### config.mk
export PLATFORM = sky130hd
export DESIGN_NAME = arcino_imem_arbiter
export DESIGN_NICKNAME = d
export VERILOG_FILES = /design/src/rtl/arcino_imem_arbiter.sv
export SDC_FILE = /design/constraint.sdc
export NUM_CORES = 1
export LEC_CHECK = 0
export CORE_AREA = 2 2 109 111
export CTS_BUF_LIST = sky130_fd_sc_hd__clkbuf_4
export DETAILED_ROUTE_END_ITERATION = 10
export DIE_AREA = 0 0 111 113
export GPL_TIMING_DRIVEN = 0
export MAX_ROUTING_LAYER = met4
export PLACE_DENSITY = 0.6
export SLEW_MARGIN = 10
export SYNTH_ARGS = -nofsm -noshare
export SYNTH_HDL_FRONTEND = slang
export SYNTH_SLANG_ARGS = --single-unit
### constraint.sdc
create_clock -name clk_i -period 2.81 [get_ports clk_i]
set_input_delay 0.562 -clock clk_i [delete_from_list [all_inputs] [get_ports clk_i]]
set_output_delay 0.562 -clock clk_i [all_outputs]
set_load 0.03 [all_outputs]
### src/rtl/arcino_imem_arbiter.sv
// Two-master arbiter for a single req/gnt/rvalid instruction-memory port.
// M0 is the read-only prefetch port and M1 is the read/write debug/loader port.
module arcino_imem_arbiter #(
  parameter bit FAIR = 1'b1
) (
  input  logic        clk_i,
  input  logic        rst_ni,
  input  logic        m0_req_i,
  input  logic [31:0] m0_addr_i,
  output logic        m0_gnt_o,
  output logic        m0_rvalid_o,
  output logic [31:0] m0_rdata_o,
  input  logic        m1_req_i,
  input  logic [31:0] m1_addr_i,
  input  logic        m1_we_i,
  input  logic [3:0]  m1_be_i,
  input  logic [31:0] m1_wdata_i,
  output logic        m1_gnt_o,
  output logic        m1_rvalid_o,
  output logic [31:0] m1_rdata_o,
  output logic        mem_req_o,
  input  logic        mem_gnt_i,
  output logic [31:0] mem_addr_o,
  output logic        mem_we_o,
  output logic [3:0]  mem_be_o,
  output logic [31:0] mem_wdata_o,
  input  logic        mem_rvalid_i,
  input  logic [31:0] mem_rdata_i,
  output logic        busy_o,
  output logic [1:0]  dbg_state_o
);

  // Handshake: a request is transferred on a cycle where mem_req_o && mem_gnt_i;
  // exactly one rvalid follows later and is routed to the master that won that grant.
  typedef enum logic [1:0] {
    IDLE    = 2'd0,
    LOCKED  = 2'd1,
    WAIT_RV = 2'd2
  } state_e;

  state_e state_q, state_d;
  logic   owner_q, owner_d;
  logic   rr_q, rr_d;
  logic   abandoned_q;

  logic any_req;
  logic both_req;
  logic arb_sel;
  logic free_slot;
  logic owner_req;
  logic issue_sel;
  logic issue;
  logic rv_fwd;

  assign any_req   = m0_req_i | m1_req_i;
  assign both_req  = m0_req_i & m1_req_i;
  assign free_slot = (state_q == IDLE) || ((state_q == WAIT_RV) && mem_rvalid_i);
  assign owner_req = owner_q ? m1_req_i : m0_req_i;

  always_comb begin
    arb_sel = m1_req_i;
    if (both_req) begin
      arb_sel = FAIR ? rr_q : 1'b1;
    end
  end

  // A stalled request stays pinned to its owner so a branch redirect can change the address.
  assign issue_sel = (state_q == LOCKED) ? owner_q : arb_sel;
  assign issue     = (state_q == LOCKED) ? owner_req : (free_slot & any_req);

  always_ff @(posedge clk_i) begin
    if (!rst_ni) begin
      state_q <= IDLE;
      owner_q <= 1'b0;
      rr_q    <= 1'b0;
    end else begin
      state_q <= state_d;
      owner_q <= owner_d;
      rr_q    <= rr_d;
    end
  end

  always_comb begin
    state_d = state_q;
    owner_d = owner_q;
    rr_d    = rr_q;
    case (state_q)
      IDLE, WAIT_RV: begin
        if (free_slot) begin
          if (any_req) begin
            owner_d = arb_sel;
            if (mem_gnt_i) begin
              state_d = WAIT_RV;
              rr_d    = ~arb_sel;
            end else begin
              state_d = LOCKED;
            end
          end else begin
            state_d = IDLE;
          end
        end
      end
      LOCKED: begin
        if (!owner_req) begin
          state_d = IDLE;
        end else if (mem_gnt_i) begin
          state_d = WAIT_RV;
          rr_d    = ~owner_q;
        end
      end
      default: state_d = IDLE;
    endcase
  end

  assign rv_fwd = rst_ni && (state_q == WAIT_RV) && mem_rvalid_i;

  always_comb begin
    mem_req_o   = rst_ni & issue;
    mem_addr_o  = issue_sel ? m1_addr_i : m0_addr_i;
    mem_we_o    = issue_sel & m1_we_i;
    mem_be_o    = issue_sel ? m1_be_i : 4'hF;
    mem_wdata_o = issue_sel ? m1_wdata_i : 32'h0;
    m0_gnt_o    = mem_req_o & ~issue_sel & mem_gnt_i;
    m1_gnt_o    = mem_req_o & issue_sel & mem_gnt_i;
    m0_rvalid_o = rv_fwd & ~owner_q;
    m1_rvalid_o = rv_fwd & owner_q;
    m0_rdata_o  = mem_rdata_i;
    m1_rdata_o  = mem_rdata_i;
    busy_o      = rst_ni & (state_q != IDLE);
    dbg_state_o = state_q;
  end

  // Remembers a response orphaned by reset so its late rvalid is not reported as a protocol error.
  always_ff @(posedge clk_i) begin
    if (!rst_ni) begin
      abandoned_q <= abandoned_q | (state_q == WAIT_RV);
    end else if ((mem_rvalid_i && (state_q != WAIT_RV)) || (mem_req_o && mem_gnt_i)) begin
      abandoned_q <= 1'b0;
    end
  end

  a_no_stray_rvalid: assert property (@(posedge clk_i)
    (rst_ni && mem_rvalid_i && (state_q != WAIT_RV)) |-> abandoned_q);

endmodule

==> reports/qor.yml, run 1 <==
clock_network:
  cts_root_buffer: "clkbuf_4"
  clk_pin_slew_ns: 0.04
  cts_tree: "done"
  cts_max_path_buffers: 2
  clock_sinks: 4
  cts_max_level: 1
  hold_buffers: 0
  insertion_delay_ns: 0.24
  numCtsBuffers: 3
yosys:
  synth_most_common_cell: "buf_4"
  ys_warn_count: 0
  yosysSeqAreaShare_pct: 5.62
  syn_area_per_cell_sq_um: 8.10
  netlist_instances: 176
  syn_area_sq_um: 1430
  synth_top_flop_cell: "dfxtp_1"
  yosys.area.top_type_share_pct: 33.7
  synth-edff-count: 0
  synth.area.top_cells: "buf_4, mux2_2, nor2b_1"
  synth_seq_cells: 4
  synthTopCellsByCount: "buf_4, nor2b_1, mux2_2, nor2_1"
  synth_cell_types: 28
  synth_top_cell_by_area: "buf_4"
  async_flop_share_pct: 0
  syn_nets: 315
grt:
  antenna_found_initial: 0
  grt_max_degree: 11
  grt_usage_pct: 10.5
  grt_pass1_wl_microns: 10400
  gr-total-overflow: 0
  grt_pass1_vias: 2083
pwr:
  combPwrFrac_pct: 86.1
  p_int_uw: 556
  ir_worst_vdd_uv: 137
  switchingPower_uw: 466
  leakage_nw: 1.80
  power.density_nw_per_um2: 252
  seqPwrFrac_pct: 6.7
  power_mw: 1.02
  pwr-share-clk_pct: 7.2
  swShare_pct: 45.6
sta:
  finalCriticalPeriod_ns: 2.77
  rsz0062_at_grt: "no"
  worst_pin_slew_ns: 0.321
  final.setup_skew_ns: 0.00484
  fin_crit_sh_pct: 98.7
  finalMaxSlewViolations: 0
  final-hold-violation-count: 0
  setup_viol: 0
  max_freq_mhz: 361
  fin_setup_tns_ns: 0
  slew_headroom_pct: 78.0
  holdWs_ns: 0.480
placement:
  gp_congestion: 0.808
  hpwl_microns: 6500
  placed_cells: 566
  io_buffers: 247
cells_and_area:
  fin_util_pct: 36.0
  seq_area_sq_um: 80.1
  syn2layout_area_growth_pct: 185
  multiInputGateArea_sq_um: 793
  diodes: 0
  layout.nets: 568
  fillers: 1152
  layout-drive-gt1-share_pct: 31.4
  finalNonFillerCells: 570
drt:
  drt_iter0_drc: 32
  drc: 0
  post_drt_wl_per_cell_microns: 12.8
  drtPass1Iterations: 4
  vias: 2073
  antenna_left: 0
  drt_wl_total_microns: 7300
  via_per_inst: 3.64
min_path:
  hp-start: "rr_q"
  hp-class: "reg -> reg"
die:
  io_pins: 280
  die_w_microns: 111
  num_rows: 39
  core-area_sq_um: 11300
  die_area_sq_um: 12500
  floorplan.initialDensity_pct: 12.6
  die_y_microns: 113
setup_path:
  cp.arrival_ns: 2.21
  timing.rr.start: "dbg_state_o[0]"
  crit_type: "in -> out"
  cp-startpoint: "m0_req_i"
  cp-start-kind: "input port"
  cp_max_fo: 10
  cp.required_ns: 2.25
  endpoint_kind: "output pin"
run_status:
  status: "finished, final reports clean"
job:
  cap_violations: 0
==> placed cells by master (no fill, tap or decap), types with 2 or more instances in the layout <==
| cell | instances |
|---|---|
| a21oi_1 | 2 |
| buf_2 | 4 |
| buf_4 | 64 |
| buf_6 | 4 |
| clkbuf_2 | 5 |
| clkbuf_4 | 3 |
| clkdlybuf4s15_1 | 7 |
| clkdlybuf4s15_2 | 13 |
| clkdlybuf4s50_1 | 177 |
| dfxtp_1 | 4 |
| dlygate4sd2_1 | 42 |
| dlymetal6s2s_1 | 2 |
| inv_1 | 3 |
| mux2_2 | 32 |
| nand2_1 | 2 |
| nand2b_1 | 2 |
| nand3_1 | 2 |
| nor2_1 | 5 |
| nor2b_1 | 34 |
| or2_2 | 4 |
==> cell families (layout without fill, tap and decap cells) <==
family / after synthesis / in the layout / synth area share, %
flops: 4 / 4 / 5.62
simple gates: 53 / 53 / 22.2
buf+inv: 74 / 325 / 38.7
mux: 33 / 33 / 26.0
compound gates: 12 / 12 / 7.46
==> state kept, by name (all words and copies together) (netlist names) <==
name         cells
owner_q          1
rr_q             1
dbg_state_o      2
==> power groups by stage <==
stage	sequential (mW)	clock, mW	combinational, mW
finish	0.0683	0.0734	0.880
floorplan	0.0720	0	0.494
global route	0.0693	0.0791	0.922
CTS	0.0683	0.0776	0.894
global placement	0.0691	0	0.928
detailed placement	0.0693	0	0.930
==> timing repair <==
| action | CTS | global route |
|---|---|---|
| buffers inserted | 1 | 0 |
| resized for setup | 107 | 10 |
| endpoints found under the setup margin | 72 | 9 |
| pin swaps | 1 | 0 |
==> path summary, 6_finish.rpt <==
check                        end  slack [ns]  cells past startpoint
hold reg to reg             rr_q        0.48                      1
hold / removal              rr_q        0.48                      1
setup / recovery  mem_wdata_o[3]        0.04                      7
setup reg to reg            rr_q        1.36                      5
==> cell type report <==
type	count	area share, %
repair buffers	248	59.9
clock buffers	3	0.555
multi-input cells	98	19.5
well taps	143	4.41
inverters	3	0.278
flip-flops and latches	4	1.97
plain buffers	71	13.3
==> stage by stage <==
step | area [sq um] | setup WS (ns)
2_1_floorplan | 1430 | 0.407
3_5_place_dp | 4080 | -0.698
4_1_cts | 4070 | 0.00845
3_3_place_gp | 4080 | -0.688
5_1_grt | 4060 | 0.000463
6_report | 4060 | 0.0370
==> per-layer routing <==
layer  GRT usage (%)  vias up  wire, microns
met5               -        -              0
met3            1.93        4            720
met2            20.4      171           3810
met1            11.2      882           2720
li1                -     1016              -
met4            1.75        0             48
==> critical path: stages <==
cell	delay, ns
dlygate4sd2_1	0.29
nand2b_1	0.16
a31oi_4	0.11
buf_12	0.16
buf_6	0.14
nor2b_1	0.10
clkdlybuf4s50_1	0.68
No activity file was read; power rests on OpenSTA's default activity.
==> run 2, diff against run 1 <==
RECOVER_POWER = 25   (was default)
REMOVE_ABC_BUFFERS = 1   (was default)
==> run 2 against run 1 <==
Effect of this change:
- combinational power down 30%
- non-clock buffer count down 131
- critical endpoint is now mem_addr_o[28]
- wire length up 5.5%
- sequential power about the same
==> reports/qor.yml, run 2 (synthesis gave the netlist of run 1 again) <==
sta:
  fin_setup_tns_ns: 0  # unchanged
  timing.final.ws_setup_ns: 0.0868  # +0.0498 ns
  fin_crit_sh_pct: 96.9  # -1.8 points
  setup_viol: 0  # unchanged
  finalCriticalPeriod_ns: 2.72  # -0.0498 ns
  final-hold-violation-count: 0  # unchanged
  final.setup_skew_ns: 0.00522  # +0.000381 ns
  worst_pin_slew_ns: 0.332  # +0.0116 ns
  finalMaxSlewViolations: 0  # unchanged
  max_freq_mhz: 367  # +1.8%
  slew_headroom_pct: 77.2  # -0.80 points
  rsz0062_at_grt: "no"
setup_path:
  cp.required_ns: 2.25  # about the same
  endpoint_kind: "output pin"
  timing.rr.start: "dbg_state_o[0]"
  cp.arrival_ns: 2.16  # -0.05 ns
  cp_max_fo: 7  # -3
  ff2ff_path_depth: 5  # unchanged
  rrSetupSlack_ns: 1.33  # -0.03 ns
  cp-start-kind: "input port"
  r2r-end: "rr_q"
  crit_type: "in -> out"
drt:
  via_per_inst: 3.84  # +5.5%
  drc: 0  # unchanged
  post_drt_wl_per_cell_microns: 17.5  # +37%
  vias: 1685  # -19%
  antenna_left: 0  # unchanged
  drt_wl_total_microns: 7700  # +5.5%
  drtPass1Iterations: 4  # unchanged
  drt_iter0_drc: 76  # +140%
die:
  die_w_microns: 111  # unchanged
  floorplan.initialDensity_pct: 12.6  # unchanged
  core-area_sq_um: 11300  # unchanged
  io_pins: 280  # unchanged
  die_y_microns: 113  # unchanged
  die_area_sq_um: 12500  # unchanged
  num_rows: 39  # unchanged
run_status:
  status: "finished, final reports clean"
pwr:
  seqPwrFrac_pct: 9.1  # +2.4 points
  power_uw: 757  # -26%
  pwr-share-clk_pct: 9.7  # +2.5 points
  p_int_uw: 422  # -24%
  switchingPower_uw: 335  # -28%
  combPwrFrac_pct: 81.2  # -4.9 points
  swShare_pct: 44.3  # -1.3 points
  power.density_nw_per_um2: 258  # +2.5%
  ir_worst_vdd_uv: 107  # -22%
  leakage_nw: 1.51  # -16%
cells_and_area:
  diodes: 0  # unchanged
  multiInputGateArea_sq_um: 793  # unchanged
  largest_reg_flops: 2  # unchanged
  final_cell_mix: "clkdlybuf4s50_1, nor2b_1, mux2_2, dlymetal6s2s_1, dlygate4sd2_1"
  seq_area_sq_um: 80.1  # unchanged
  syn2layout_area_growth_pct: 106
  final_common_cell: "clkdlybuf4s50_1"
  finalNonFillerCells: 439  # -23%
  layout-drive-gt1-share_pct: 25.7  # -5.7 points
  layout.nets: 437  # -23%
  fillers: 1222  # +6.1%
min_path:
  holdPathStages: 1  # unchanged
  min_to: "rr_q"
  hp-start: "rr_q"
  hp-class: "reg -> reg"
clock_network:
  insertion_delay_ns: 0.24  # about the same
  cts_max_level: 1  # unchanged
  cts_root_buffer: "clkbuf_4"
  clk_pin_slew_ns: 0.04  # about the same
  numCtsBuffers: 3  # unchanged
  cts_tree: "done"
  hold_buffers: 0  # unchanged
  clock_sinks: 4  # unchanged
  cts_max_path_buffers: 2  # unchanged
job:
  cap_violations: 0  # unchanged
placement:
  hpwl_microns: 6500  # about the same
  pre_cts_ws_ns: -0.916  # -0.218 ns
  gp_congestion: 0.764  # -5.4%
  placed_cells: 433  # -23%
  io_buffers: 183  # -26%
grt:
  antenna_found_initial: 0  # unchanged
  grt_max_degree: 31  # +20
  grt_pass1_vias: 1747  # -16%
  grt_usage_pct: 11.4  # +0.95 points
  grt_pass1_wl_microns: 10600  # +2.1%
  gr-total-overflow: 0  # unchanged
[run 2: area by class of cell]
cell class | count | share of cell area, %
well taps | 143 | 6.10
multi-input cells | 98 | 27.0
inverters | 3 | 0.384
flip-flops and latches | 4 | 2.73
clock buffers | 3 | 0.768
repair buffers | 188 | 63.0
[run 2: how the worst max path moves through the flow]
stage,start,end,slack (ns),depth (start not counted)
after floorplan,dbg_state_o[0],mem_addr_o[0],-0.15,3
after global placement,m0_req_i,mem_addr_o[2],-1.69,5
after detailed placement,m0_req_i,mem_addr_o[26],-0.92,6
after CTS,m0_req_i,mem_wdata_o[6],0.0006,7
after global routing,m0_req_i,mem_addr_o[2],0.01,7
final,m0_req_i,mem_addr_o[28],0.09,7
[run 2: per-layer routing]
| layer | global-route usage [%] | wire [microns] | up-vias |
|---|---|---|---|
| met1 | 13.9 | 3140 | 749 |
| met4 | 1.50 | 31 | 0 |
| met5 | - | 0 | - |
| met2 | 14.8 | 3110 | 174 |
| li1 | - | - | 758 |
| met3 | 9.43 | 1420 | 4 |
[run 2: power groups by stage]
stage	logic, mW	clock network, mW	registers, mW
6_report	0.615	0.0734	0.0685
3_3_place_gp	0.648	0	0.0690
4_1_cts	0.635	0.0774	0.0684
3_5_place_dp	0.661	0	0.0693
2_1_floorplan	0.309	0	0.0720
5_1_grt	0.650	0.0799	0.0692
[run 2: critical path: stages]
cell             delay, ns
clkdlybuf4s15_1       0.26
nand2b_1              0.14
a31oi_4               0.20
buf_12                0.15
buf_4                 0.15
mux2_2                0.34
dlygate4sd2_1         0.36
[run 2: timing repair]
action                                  in CTS  in global routing
pin swaps                                    1                  0
gates resized for setup                     77                 56
endpoints found under the setup margin      72                 52
buffers inserted                             3                  0
[run 2: stage by stage]
stage | hold slack (ns) | area [sq um] | util (%)
after floorplan | 0.452 | 885 | -
after global placement | 0.466 | 2900 | 25.7
after detailed placement | 0.479 | 2940 | 26.1
after CTS | 0.487 | 2960 | 26.3
after global routing | 0.508 | 2930 | 26.0
final | 0.484 | 2930 | 26.0
==> run 3, diff against run 2 <==
CTS_CLUSTER_DIAMETER = 120   (was default)
==> results of run 3 <==
Final layout, timing and power as in run 2 (identical DEF).
